File: src/rtl/mem_bus_arb_pkg.sv
// Shared encodings for the memory bus arbiter: FSM states, grant owner and
// the active-low strobe / bus direction constants used by the CPU bus.
package mem_bus_arb_pkg;

   localparam int unsigned ADDR_W = 30;
   localparam int unsigned DATA_W = 32;

   localparam logic READ     = 1'b1;
   localparam logic WRITE    = 1'b0;
   localparam logic ENABLE_  = 1'b0;
   localparam logic DISABLE_ = 1'b1;

   typedef enum logic [1:0] {
      BUS_ST_IDLE   = 2'd0,
      BUS_ST_ACCESS = 2'd1,
      BUS_ST_WAIT   = 2'd2,
      BUS_ST_DONE   = 2'd3
   } bus_st_e;

   typedef enum logic [1:0] {
      GRANT_NONE = 2'd0,
      GRANT_IF   = 2'd1,
      GRANT_MEM  = 2'd2
   } grant_e;

endpackage

File: src/rtl/mem_bus_arb_if.sv
// Requester-side and bus-side signals of the arbiter. The arbiter uses the
// master view; the surrounding pipeline/slave environment uses the slave view.
interface mem_bus_arb_if;
   import mem_bus_arb_pkg::*;

   logic              if_req;
   logic [ADDR_W-1:0] if_addr;
   logic [DATA_W-1:0] if_rd_data;
   logic              if_stall;
   logic              mem_as_;
   logic              mem_rw;
   logic [ADDR_W-1:0] mem_addr;
   logic [DATA_W-1:0] mem_wr_data;
   logic [DATA_W-1:0] mem_rd_data;
   logic              mem_stall;
   logic              bus_as_;
   logic              bus_rw;
   logic [ADDR_W-1:0] bus_addr;
   logic [DATA_W-1:0] bus_wr_data;
   logic [DATA_W-1:0] bus_rd_data;
   logic              bus_rdy_;
   logic              bus_err;

   modport master (
      input  if_req, if_addr, mem_as_, mem_rw, mem_addr, mem_wr_data, bus_rd_data, bus_rdy_,
      output if_rd_data, if_stall, mem_rd_data, mem_stall,
      output bus_as_, bus_rw, bus_addr, bus_wr_data, bus_err
   );

   modport slave (
      output if_req, if_addr, mem_as_, mem_rw, mem_addr, mem_wr_data, bus_rd_data, bus_rdy_,
      input  if_rd_data, if_stall, mem_rd_data, mem_stall,
      input  bus_as_, bus_rw, bus_addr, bus_wr_data, bus_err
   );

endinterface

File: src/rtl/mem_bus_wdt.sv
// Wait-state watchdog: counts WAIT cycles, saturating at TIMEOUT (never wraps).
module mem_bus_wdt #(
   parameter int unsigned TIMEOUT = 15,
   parameter int unsigned CNT_W   = 4
) (
   input  logic clk,
   input  logic reset,
   input  logic clr_i,
   input  logic en_i,
   output logic timeout_o
);

   localparam logic [CNT_W-1:0] Limit = CNT_W'(TIMEOUT);

   logic [CNT_W-1:0] cnt_q, cnt_d;

   always_comb begin
      cnt_d = cnt_q;
      if (clr_i) begin
         cnt_d = '0;
      end else if (en_i && (cnt_q != Limit)) begin
         cnt_d = cnt_q + 1'b1;
      end
   end

   always_ff @(posedge clk) begin
      if (reset) begin
         cnt_q <= '0;
      end else begin
         cnt_q <= cnt_d;
      end
   end

   assign timeout_o = (cnt_q == Limit);

endmodule

File: src/rtl/mem_bus_arb.sv
// Two-master bus arbiter: MEM load/store has fixed priority over IF fetch.
// One access at a time over an as_/rdy_ handshake, aborted by a wait watchdog.
module mem_bus_arb #(
   parameter int unsigned TIMEOUT = 15,
   parameter int unsigned CNT_W   = 4
) (
   input logic           clk,
   input logic           reset,
   mem_bus_arb_if.master bus
);
   import mem_bus_arb_pkg::*;

   bus_st_e           state_q, state_d;
   grant_e            grant_q, grant_d;
   logic              bus_as_q, bus_as_d;
   logic              bus_rw_q, bus_rw_d;
   logic [ADDR_W-1:0] bus_addr_q, bus_addr_d;
   logic [DATA_W-1:0] bus_wr_data_q, bus_wr_data_d;
   logic [DATA_W-1:0] if_rd_data_q, if_rd_data_d;
   logic [DATA_W-1:0] mem_rd_data_q, mem_rd_data_d;
   logic              bus_err_q, bus_err_d;
   logic              rdy_seen, wdt_clr, wdt_en, wdt_timeout, timed_out;

   mem_bus_wdt #(
      .TIMEOUT (TIMEOUT),
      .CNT_W   (CNT_W)
   ) u_wdt (
      .clk       (clk),
      .reset     (reset),
      .clr_i     (wdt_clr),
      .en_i      (wdt_en),
      .timeout_o (wdt_timeout)
   );

   always_ff @(posedge clk) begin
      if (reset) begin
         state_q       <= BUS_ST_IDLE;
         grant_q       <= GRANT_NONE;
         bus_as_q      <= DISABLE_;
         bus_rw_q      <= READ;
         bus_addr_q    <= '0;
         bus_wr_data_q <= '0;
         if_rd_data_q  <= '0;
         mem_rd_data_q <= '0;
         bus_err_q     <= 1'b0;
      end else begin
         state_q       <= state_d;
         grant_q       <= grant_d;
         bus_as_q      <= bus_as_d;
         bus_rw_q      <= bus_rw_d;
         bus_addr_q    <= bus_addr_d;
         bus_wr_data_q <= bus_wr_data_d;
         if_rd_data_q  <= if_rd_data_d;
         mem_rd_data_q <= mem_rd_data_d;
         bus_err_q     <= bus_err_d;
      end
   end

   always_comb begin
      state_d = state_q;
      grant_d = grant_q;
      unique case (state_q)
         BUS_ST_IDLE: begin
            if (bus.mem_as_ == ENABLE_) begin
               state_d = BUS_ST_ACCESS;
               grant_d = GRANT_MEM;
            end else if (bus.if_req) begin
               state_d = BUS_ST_ACCESS;
               grant_d = GRANT_IF;
            end
         end
         BUS_ST_ACCESS: state_d = rdy_seen ? BUS_ST_DONE : BUS_ST_WAIT;
         BUS_ST_WAIT: begin
            if (rdy_seen || timed_out) begin
               state_d = BUS_ST_DONE;
            end
         end
         BUS_ST_DONE: begin
            state_d = BUS_ST_IDLE;
            grant_d = GRANT_NONE;
         end
      endcase
   end

   // rdy_ only counts while a bus cycle is actually in flight
   always_comb begin
      rdy_seen      = ((state_q == BUS_ST_ACCESS) || (state_q == BUS_ST_WAIT)) &&
                      (bus.bus_rdy_ == ENABLE_);
      wdt_clr       = (state_q == BUS_ST_ACCESS);
      wdt_en        = (state_q == BUS_ST_WAIT);
      timed_out     = (state_q == BUS_ST_WAIT) && !rdy_seen && wdt_timeout;
      bus.mem_stall = (bus.mem_as_ == ENABLE_) &&
                      !((state_q == BUS_ST_DONE) && (grant_q == GRANT_MEM));
      bus.if_stall  = bus.if_req && !((state_q == BUS_ST_DONE) && (grant_q == GRANT_IF));
   end

   always_comb begin
      bus_as_d      = (state_d == BUS_ST_ACCESS) ? ENABLE_ : DISABLE_;
      bus_rw_d      = bus_rw_q;
      bus_addr_d    = bus_addr_q;
      bus_wr_data_d = bus_wr_data_q;
      if_rd_data_d  = if_rd_data_q;
      mem_rd_data_d = mem_rd_data_q;
      bus_err_d     = timed_out;
      if (state_q == BUS_ST_IDLE) begin
         if (grant_d == GRANT_MEM) begin
            bus_rw_d      = bus.mem_rw;
            bus_addr_d    = bus.mem_addr;
            bus_wr_data_d = bus.mem_wr_data;
         end else if (grant_d == GRANT_IF) begin
            bus_rw_d   = READ;
            bus_addr_d = bus.if_addr;
         end
      end
      // Writes complete without touching either rd_data register
      if (rdy_seen && (bus_rw_q == READ)) begin
         if (grant_q == GRANT_MEM) begin
            mem_rd_data_d = bus.bus_rd_data;
         end else if (grant_q == GRANT_IF) begin
            if_rd_data_d = bus.bus_rd_data;
         end
      end
   end

   assign bus.bus_as_     = bus_as_q;
   assign bus.bus_rw      = bus_rw_q;
   assign bus.bus_addr    = bus_addr_q;
   assign bus.bus_wr_data = bus_wr_data_q;
   assign bus.if_rd_data  = if_rd_data_q;
   assign bus.mem_rd_data = mem_rd_data_q;
   assign bus.bus_err     = bus_err_q;

endmodule

File: src/flat_wrapper.sv
// flat-port wrapper written by rule: the top's interface ports become plain ports
module mem_bus_arb_flat import mem_bus_arb_pkg::*;
#(
   parameter int unsigned TIMEOUT = 15,
   parameter int unsigned CNT_W   = 4
)
  (clk, reset, bus_if_req, bus_if_addr, bus_mem_as_, bus_mem_rw, bus_mem_addr, bus_mem_wr_data, bus_bus_rd_data, bus_bus_rdy_, bus_if_rd_data, bus_if_stall, bus_mem_rd_data, bus_mem_stall, bus_bus_as_, bus_bus_rw, bus_bus_addr, bus_bus_wr_data, bus_bus_err);
  mem_bus_arb_if bus_i ();
  input logic clk;
  input logic reset;
  input wire logic [$bits(bus_i.if_req)-1:0] bus_if_req;
  input wire logic [$bits(bus_i.if_addr)-1:0] bus_if_addr;
  input wire logic [$bits(bus_i.mem_as_)-1:0] bus_mem_as_;
  input wire logic [$bits(bus_i.mem_rw)-1:0] bus_mem_rw;
  input wire logic [$bits(bus_i.mem_addr)-1:0] bus_mem_addr;
  input wire logic [$bits(bus_i.mem_wr_data)-1:0] bus_mem_wr_data;
  input wire logic [$bits(bus_i.bus_rd_data)-1:0] bus_bus_rd_data;
  input wire logic [$bits(bus_i.bus_rdy_)-1:0] bus_bus_rdy_;
  output wire logic [$bits(bus_i.if_rd_data)-1:0] bus_if_rd_data;
  output wire logic [$bits(bus_i.if_stall)-1:0] bus_if_stall;
  output wire logic [$bits(bus_i.mem_rd_data)-1:0] bus_mem_rd_data;
  output wire logic [$bits(bus_i.mem_stall)-1:0] bus_mem_stall;
  output wire logic [$bits(bus_i.bus_as_)-1:0] bus_bus_as_;
  output wire logic [$bits(bus_i.bus_rw)-1:0] bus_bus_rw;
  output wire logic [$bits(bus_i.bus_addr)-1:0] bus_bus_addr;
  output wire logic [$bits(bus_i.bus_wr_data)-1:0] bus_bus_wr_data;
  output wire logic [$bits(bus_i.bus_err)-1:0] bus_bus_err;
  assign bus_i.if_req = bus_if_req;
  assign bus_i.if_addr = bus_if_addr;
  assign bus_i.mem_as_ = bus_mem_as_;
  assign bus_i.mem_rw = bus_mem_rw;
  assign bus_i.mem_addr = bus_mem_addr;
  assign bus_i.mem_wr_data = bus_mem_wr_data;
  assign bus_i.bus_rd_data = bus_bus_rd_data;
  assign bus_i.bus_rdy_ = bus_bus_rdy_;
  assign bus_if_rd_data = bus_i.if_rd_data;
  assign bus_if_stall = bus_i.if_stall;
  assign bus_mem_rd_data = bus_i.mem_rd_data;
  assign bus_mem_stall = bus_i.mem_stall;
  assign bus_bus_as_ = bus_i.bus_as_;
  assign bus_bus_rw = bus_i.bus_rw;
  assign bus_bus_addr = bus_i.bus_addr;
  assign bus_bus_wr_data = bus_i.bus_wr_data;
  assign bus_bus_err = bus_i.bus_err;
  mem_bus_arb #(.TIMEOUT(TIMEOUT), .CNT_W(CNT_W)) u_core (.clk(clk), .reset(reset), .bus(bus_i));
endmodule
File: config.mk
export PLATFORM = sky130hd
export DESIGN_NAME = mem_bus_arb_flat
export DESIGN_NICKNAME = d
export VERILOG_FILES = /design/src/rtl/mem_bus_arb_pkg.sv /design/src/rtl/mem_bus_arb_if.sv /design/src/rtl/mem_bus_wdt.sv /design/src/rtl/mem_bus_arb.sv /design/src/flat_wrapper.sv
export SDC_FILE = /design/constraint.sdc
export NUM_CORES = 1
export LEC_CHECK = 0
export ABC_CLOCK_PERIOD_IN_PS = 3300
export CAP_MARGIN = 20
export CORE_MARGIN = 2
export CORE_UTILIZATION = 27
export CTS_CLUSTER_SIZE = 24
export DETAILED_ROUTE_END_ITERATION = 16
export MAX_ROUTING_LAYER = met4
export PLACE_DENSITY_LB_ADDON = 0.3
export SLEW_MARGIN = 25
export SYNTH_ARGS = -nofsm -noshare
export SYNTH_HDL_FRONTEND = slang
export SYNTH_SLANG_ARGS = --single-unit
export TNS_END_PERCENT = 30
File: constraint.sdc
create_clock -name clk -period 3.3 [get_ports clk]
set_input_delay 0.66 -clock clk [delete_from_list [all_inputs] [get_ports clk]]
set_output_delay 0.66 -clock clk [all_outputs]
set_load 0.02 [all_outputs]
# Word level (Yosys, flattened, before mapping)
# Cells that the tools add are included.
# word_totals
regBits,137
output_inout_bits,131
word_cells,58
# op_classes
add_sub_neg,1
eq_ne,10
muxes,13
bitwise,3
reduce_logical,21
# ops
cell,count
$mux W30,2
$mux W2,5
$logic_and A1 B1 Y1,9
$eq A2 B1 Y1 const B,4
$eq A2 B2 Y1 const B,4
$pmux W2 S4,1
$reduce_and A2 Y1,3
$add A4 B1 Y4 const B,1
$eq A4 B4 Y1 const B,1
$mux W1,4
$ne A4 B4 Y1 const B,1
$pmux W2 S2,1
$logic_not A1 Y1,3
$not A1 Y1,3
$reduce_and A3 Y1,1
$logic_not A2 Y1,1
$logic_or A1 B1 Y1,2
$reduce_bool A2 Y1,1
$reduce_or A2 Y1,1

# Logic depth before layout (Yosys ltp)
# depth
depth_word,11
depth_mapped,13
ltp_nobuf,9

# By module
# Synthesis repeated with hierarchy kept, for this count alone.
# unflattened
cells_unflattened,586
area_unflattened_um2,5666.7
# modules_own_cells
mod,n_inst,cells_per_inst,area_each_um2
mem_bus_arb,1,564,5455.2
mem_bus_wdt,1,22,211.5

# Least setup slack after synthesis
# OpenSTA, ideal clock, no wires.
# synth_timing
kind,reg2reg
startpoint,register u_core.state_q[0]
endpoint,"register u_core.bus_addr_q[10], in the netlist u_core.bus.bus_addr[10]"
setup_time_ns,0.146
arrival_ns,1.966
path_slack_ns,1.188
stages_incl_launch_ff,12
synth_period_minus_slack_ns,2.112
path_cell_list,dfxtp_1 > inv_1 > ha_1 > buf_4 > nor2_1 > o21ai_0 > nand2_1 > ha_1 > nor2b_1 > buf_2 > buf_2 > a211oi_2
# synth_via
elab_chain_cells,5
word_cells_on_any_way,8
# synth_lines
item,line,source
start: declaration,mem_bus_arb.sv:13,"bus_st_e state_q, state_d;"
start signal: assignment,mem_bus_arb.sv:47,state_q <= state_d;
$eq A2 B2 Y1 or $logic_not A2 Y1 (tied branches),mem_bus_arb.sv:62,unique case (state_q)
$pmux W2 S2 (*),mem_bus_arb.sv:62,
net u_core.grant_d[1],mem_bus_arb.sv:14,"grant_e grant_q, grant_d;"
$eq A2 B1 Y1 or $eq A2 B2 Y1 (tied branches),"mem_bus_arb.sv:110, mem_bus_arb.sv:106",
$reduce_bool A2 Y1 (no source line),-,
$reduce_and A2 Y1 (no source line),-,
end signal: assignment,mem_bus_arb.sv:51,bus_addr_q <= bus_addr_d;
end: declaration,mem_bus_arb.sv:17,"logic [ADDR_W-1:0] bus_addr_q, bus_addr_d;"
# The timed path passes the listed nets; every way through them passes the cells marked *.
# A chain may end at the register's enable or synchronous reset.

# Final worst setup path
# layout_timing
startpoint,input port bus_if_req
endpoint,output port bus_if_stall
# layout_via
elab_chain_cells,1
# layout_lines
item,line,source
start: declaration,flat_wrapper.sv:11,input wire logic [$bits(bus_i.if_req)-1:0] bus_if_req;
$logic_and A1 B1 Y1,mem_bus_arb.sv:94,bus.if_stall = bus.if_req && !((state_q == BUS_ST_DONE) && (grant_q == GRANT_IF));
end: declaration,flat_wrapper.sv:20,output wire logic [$bits(bus_i.if_stall)-1:0] bus_if_stall;
# Every way passes these cells.

==> metrics.md <==
| Metric | Value |
|---|---|
| Yosys warnings | 0 |
| I/O Pins | roughly 260 |
| Critical-path maximum fanout | 4 |
| Most common cell after layout, fill and taps aside | clkdlybuf4s50_1 |
| Sequential share of the synthesized area | roughly half |
| Critical Path Start Type | input port |
| Leak | roughly 3 nW |
| Layout cells sized above 1 | a little under a tenth |
| Setup WS pre-CTS | about 0.63 ns |
| Seq cells post-synth | 137 |
| Routed vias | roughly 5400 |
| Reg clk slew, reported paths | 0.06 ns |
| Post_cts resized | 0 |
| Unique masters post-synth | 37 |
| Setup ws final | 0.640 ns |
| Crit path kind | in -> out |
| # setup viols final | 0 |
| Inst Count DP | 1116 |
| DRT iter0 DRCs | between 200 and 250 |
| Core Region | ~0.020 mm2 |
| Grt total ovfl | 0 |
| Number of hold violations in the final report | 0 |
| Post-CTS Hold Fix Bufs | 0 |
| Syn nets | 773 |
| Met3 Usage GRT | 4.75% |
| Fmax | approximately 380 MHz |
| Critical path endpoint category | primary output |
| PwrDens | 829 mW/mm2 |
| Fin. max-slew vios | 0 |
| PortBufs | 260 |
| Nets@finish | 1001 |
| RSZ-0062 raised after global routing | false |
| Max clock buf depth | 2 |
| Chip width | roughly 150 um |
| Maxcap violations | 0 |
| Remaining DRCs | 0 |
| Die Footprint | between 0.02 and 0.025 mm2 |
| First-pass GRT wire length | around 28000 um |
| Final std cells w/o fill | between 1000 and 1500 |
| Global Route met1 Usage | 20.9% |
| Tmin final | about 2.7 ns |
| Setup bufs post-CTS | 0 |
| GPL Wtd Cong | approximately 0.75 |
| Vias per std cell | 4.70 |
| Critical Path AT | ~2 ns |
| Routed wire length | approximately 18000 um |
| Post-route cell area | 0.00896 mm2 |
| Total Neg Setup Slack | 0 ns |
| ANT nets after route | 0 |
| HP Class | reg -> reg |
| Row count | 52 |
| Clock root buffer master | clkbuf_16 |
| Layout area overhead | 58.8% |
| Initial antenna violation count | 0 |
| Average cell area after synthesis | a little under 9 um2 |
| Mapped Area | around 0.0056 mm2 |
| Num CTS Buffers | 17 |
| Rel. slew slack | approximately 49% |
| Dpl hpwl | 11800 um |
| Worst-Skew Late Latency | about 0.42 ns |
| Post-DP Area | roughly 0.0084 mm2 |
| Drt pass-1 iters | 4 |
| Final clock skew | 0.0118 ns |
| N_diodes | 0 |
| Most frequent cells in the layout | 259 x clkdlybuf4s50_1, 137 x dfxtp_1, 102 x a21oi_1, 67 x nand2_1, 66 x nand3_1 |
| Worst path required time | roughly 2.6 ns |
| Clock sinks | approximately 140 |
| H-tree Lvls | 4 |
| Largest net degree at the start of global routing | 79 |
| Period utilisation layout | 80.6% |
| Met2 usage in global routing | 25.6% |
| Layout filler cell count | 2025 |
| Synthesized instance count | ~640 |
| Die Y-Extent | 149 um |
| CTS tree | yes |
| Worst-Margin Slew | 0.763 ns |
| Initial Util | between 20% and 30% |
| Peak VDD IR | 0.621 mV |
| Wire length per cell | between 15 and 20 um |
| Gr busiest metal | met2 |
| Number of global-route vias before repair | between 5000 and 6000 |
| Finished Core Util | 44.0% |
| Status | completed |
| Gr usage total | 16.6% |
cell usage after synthesis (all sizes together):
| cell | number | share of area, % |
|---|---|---|
| a211oi | 31 | 6.7 |
| buf | 40 | 4.9 |
| clkbuf | 21 | 1.5 |
| o21ai | 67 | 5.9 |
| o22ai | 1 | 0.11 |
| nand3 | 66 | 5.9 |
| and3 | 2 | 0.22 |
| inv | 5 | 0.33 |
| and3b | 2 | 0.31 |
| a21oi | 102 | 9.0 |
| a21o | 2 | 0.27 |
| ha | 6 | 1.3 |
| a31oi | 1 | 0.11 |
| nor2b | 6 | 0.67 |
| nor4 | 1 | 0.11 |
| o21bai | 2 | 0.27 |
| mux2i | 30 | 5.3 |
| nor2 | 35 | 2.3 |
| or2 | 2 | 0.22 |
| a21boi | 1 | 0.13 |
| nand2b | 3 | 0.42 |
| nand3b | 2 | 0.33 |
| nand2 | 67 | 4.5 |
| nor3 | 1 | 0.089 |
| and2 | 2 | 0.22 |
| dfxtp | 137 | 49 |
| or3 | 1 | 0.11 |
| a311o | 1 | 0.18 |
area by class of cell:
cell class	count	area [um2]	area share, %
inverters	5	18.8	0.209
multi-input cells	434	2540	28.4
flip-flops and latches	137	2740	30.6
repair buffers	270	2740	30.5
clock buffers	18	439	4.90
clock inverters	14	146	1.63
well taps	270	338	3.77
logic make-up after synthesis:
kind of cell / count (synthesis) / synth area share, %
AO/OA/AOI/OAI: 208 / 22.7
adder cells (fa/ha/maj): 6 / 1.33
buffers and inverters: 66 / 6.67
flip-flops: 137 / 48.6
multiplexers: 30 / 5.32
AND/OR/NAND/NOR: 190 / 15.3
through the flow:
stage	hold slack [ns]	power (mW)
detailed placement	0.446	5.61
global route	0.473	7.93
CTS	0.455	7.55
global placement	0.441	5.57
finish	0.452	7.43
floorplan	0.466	4.53
final timing paths:
path              slack [ns]                                    start                                      end  depth (start not counted)
setup / recovery        0.64                               bus_if_req                             bus_if_stall                          3
hold / removal          0.45  u_core.bus.bus_wr_data[28]$_SDFFE_PP0P_  u_core.bus.bus_wr_data[28]$_SDFFE_PP0P_                          2
setup reg to reg        0.83             u_core.state_q[0]$_SDFF_PP0_     u_core.bus.bus_addr[13]$_SDFFE_PP0P_                         10
hold reg to reg         0.45  u_core.bus.bus_wr_data[28]$_SDFFE_PP0P_  u_core.bus.bus_wr_data[28]$_SDFFE_PP0P_                          2
flip-flops by register name (all words and copies together) (netlist names):
name / flops
u_core.bus.bus_err: 1
u_core.bus.bus_rw: 1
u_core.bus.bus_as_: 1
u_core.bus.bus_addr: 30
u_core.bus.mem_rd_data: 32
u_core.state_q: 2
u_core.grant_q: 2
u_core.u_wdt.cnt_q: 4
u_core.bus.bus_wr_data: 32
u_core.bus.if_rd_data: 32
critical path: stages:
cell and delay [ns]:
clkdlybuf4s50_1 0.53, a21boi_1 0.17, clkdlybuf4s50_1 0.64
power breakdown:
part | switching (mW) | leakage (nW) | internal [mW]
clock | 0.765 | 0.282 | 1.13
combinational | 2.04 | 1.62 | 1.38
sequential | 0.162 | 1.11 | 1.96
metal layers:
| metal | vias up | routed length [um] |
|---|---|---|
| met5 | - | 0 |
| met4 | 0 | 374 |
| met1 | 2476 | 8090 |
| met3 | 29 | 1280 |
| met2 | 214 | 8000 |
| li1 | 2679 | - |
(Power assumes the default switching activity.)
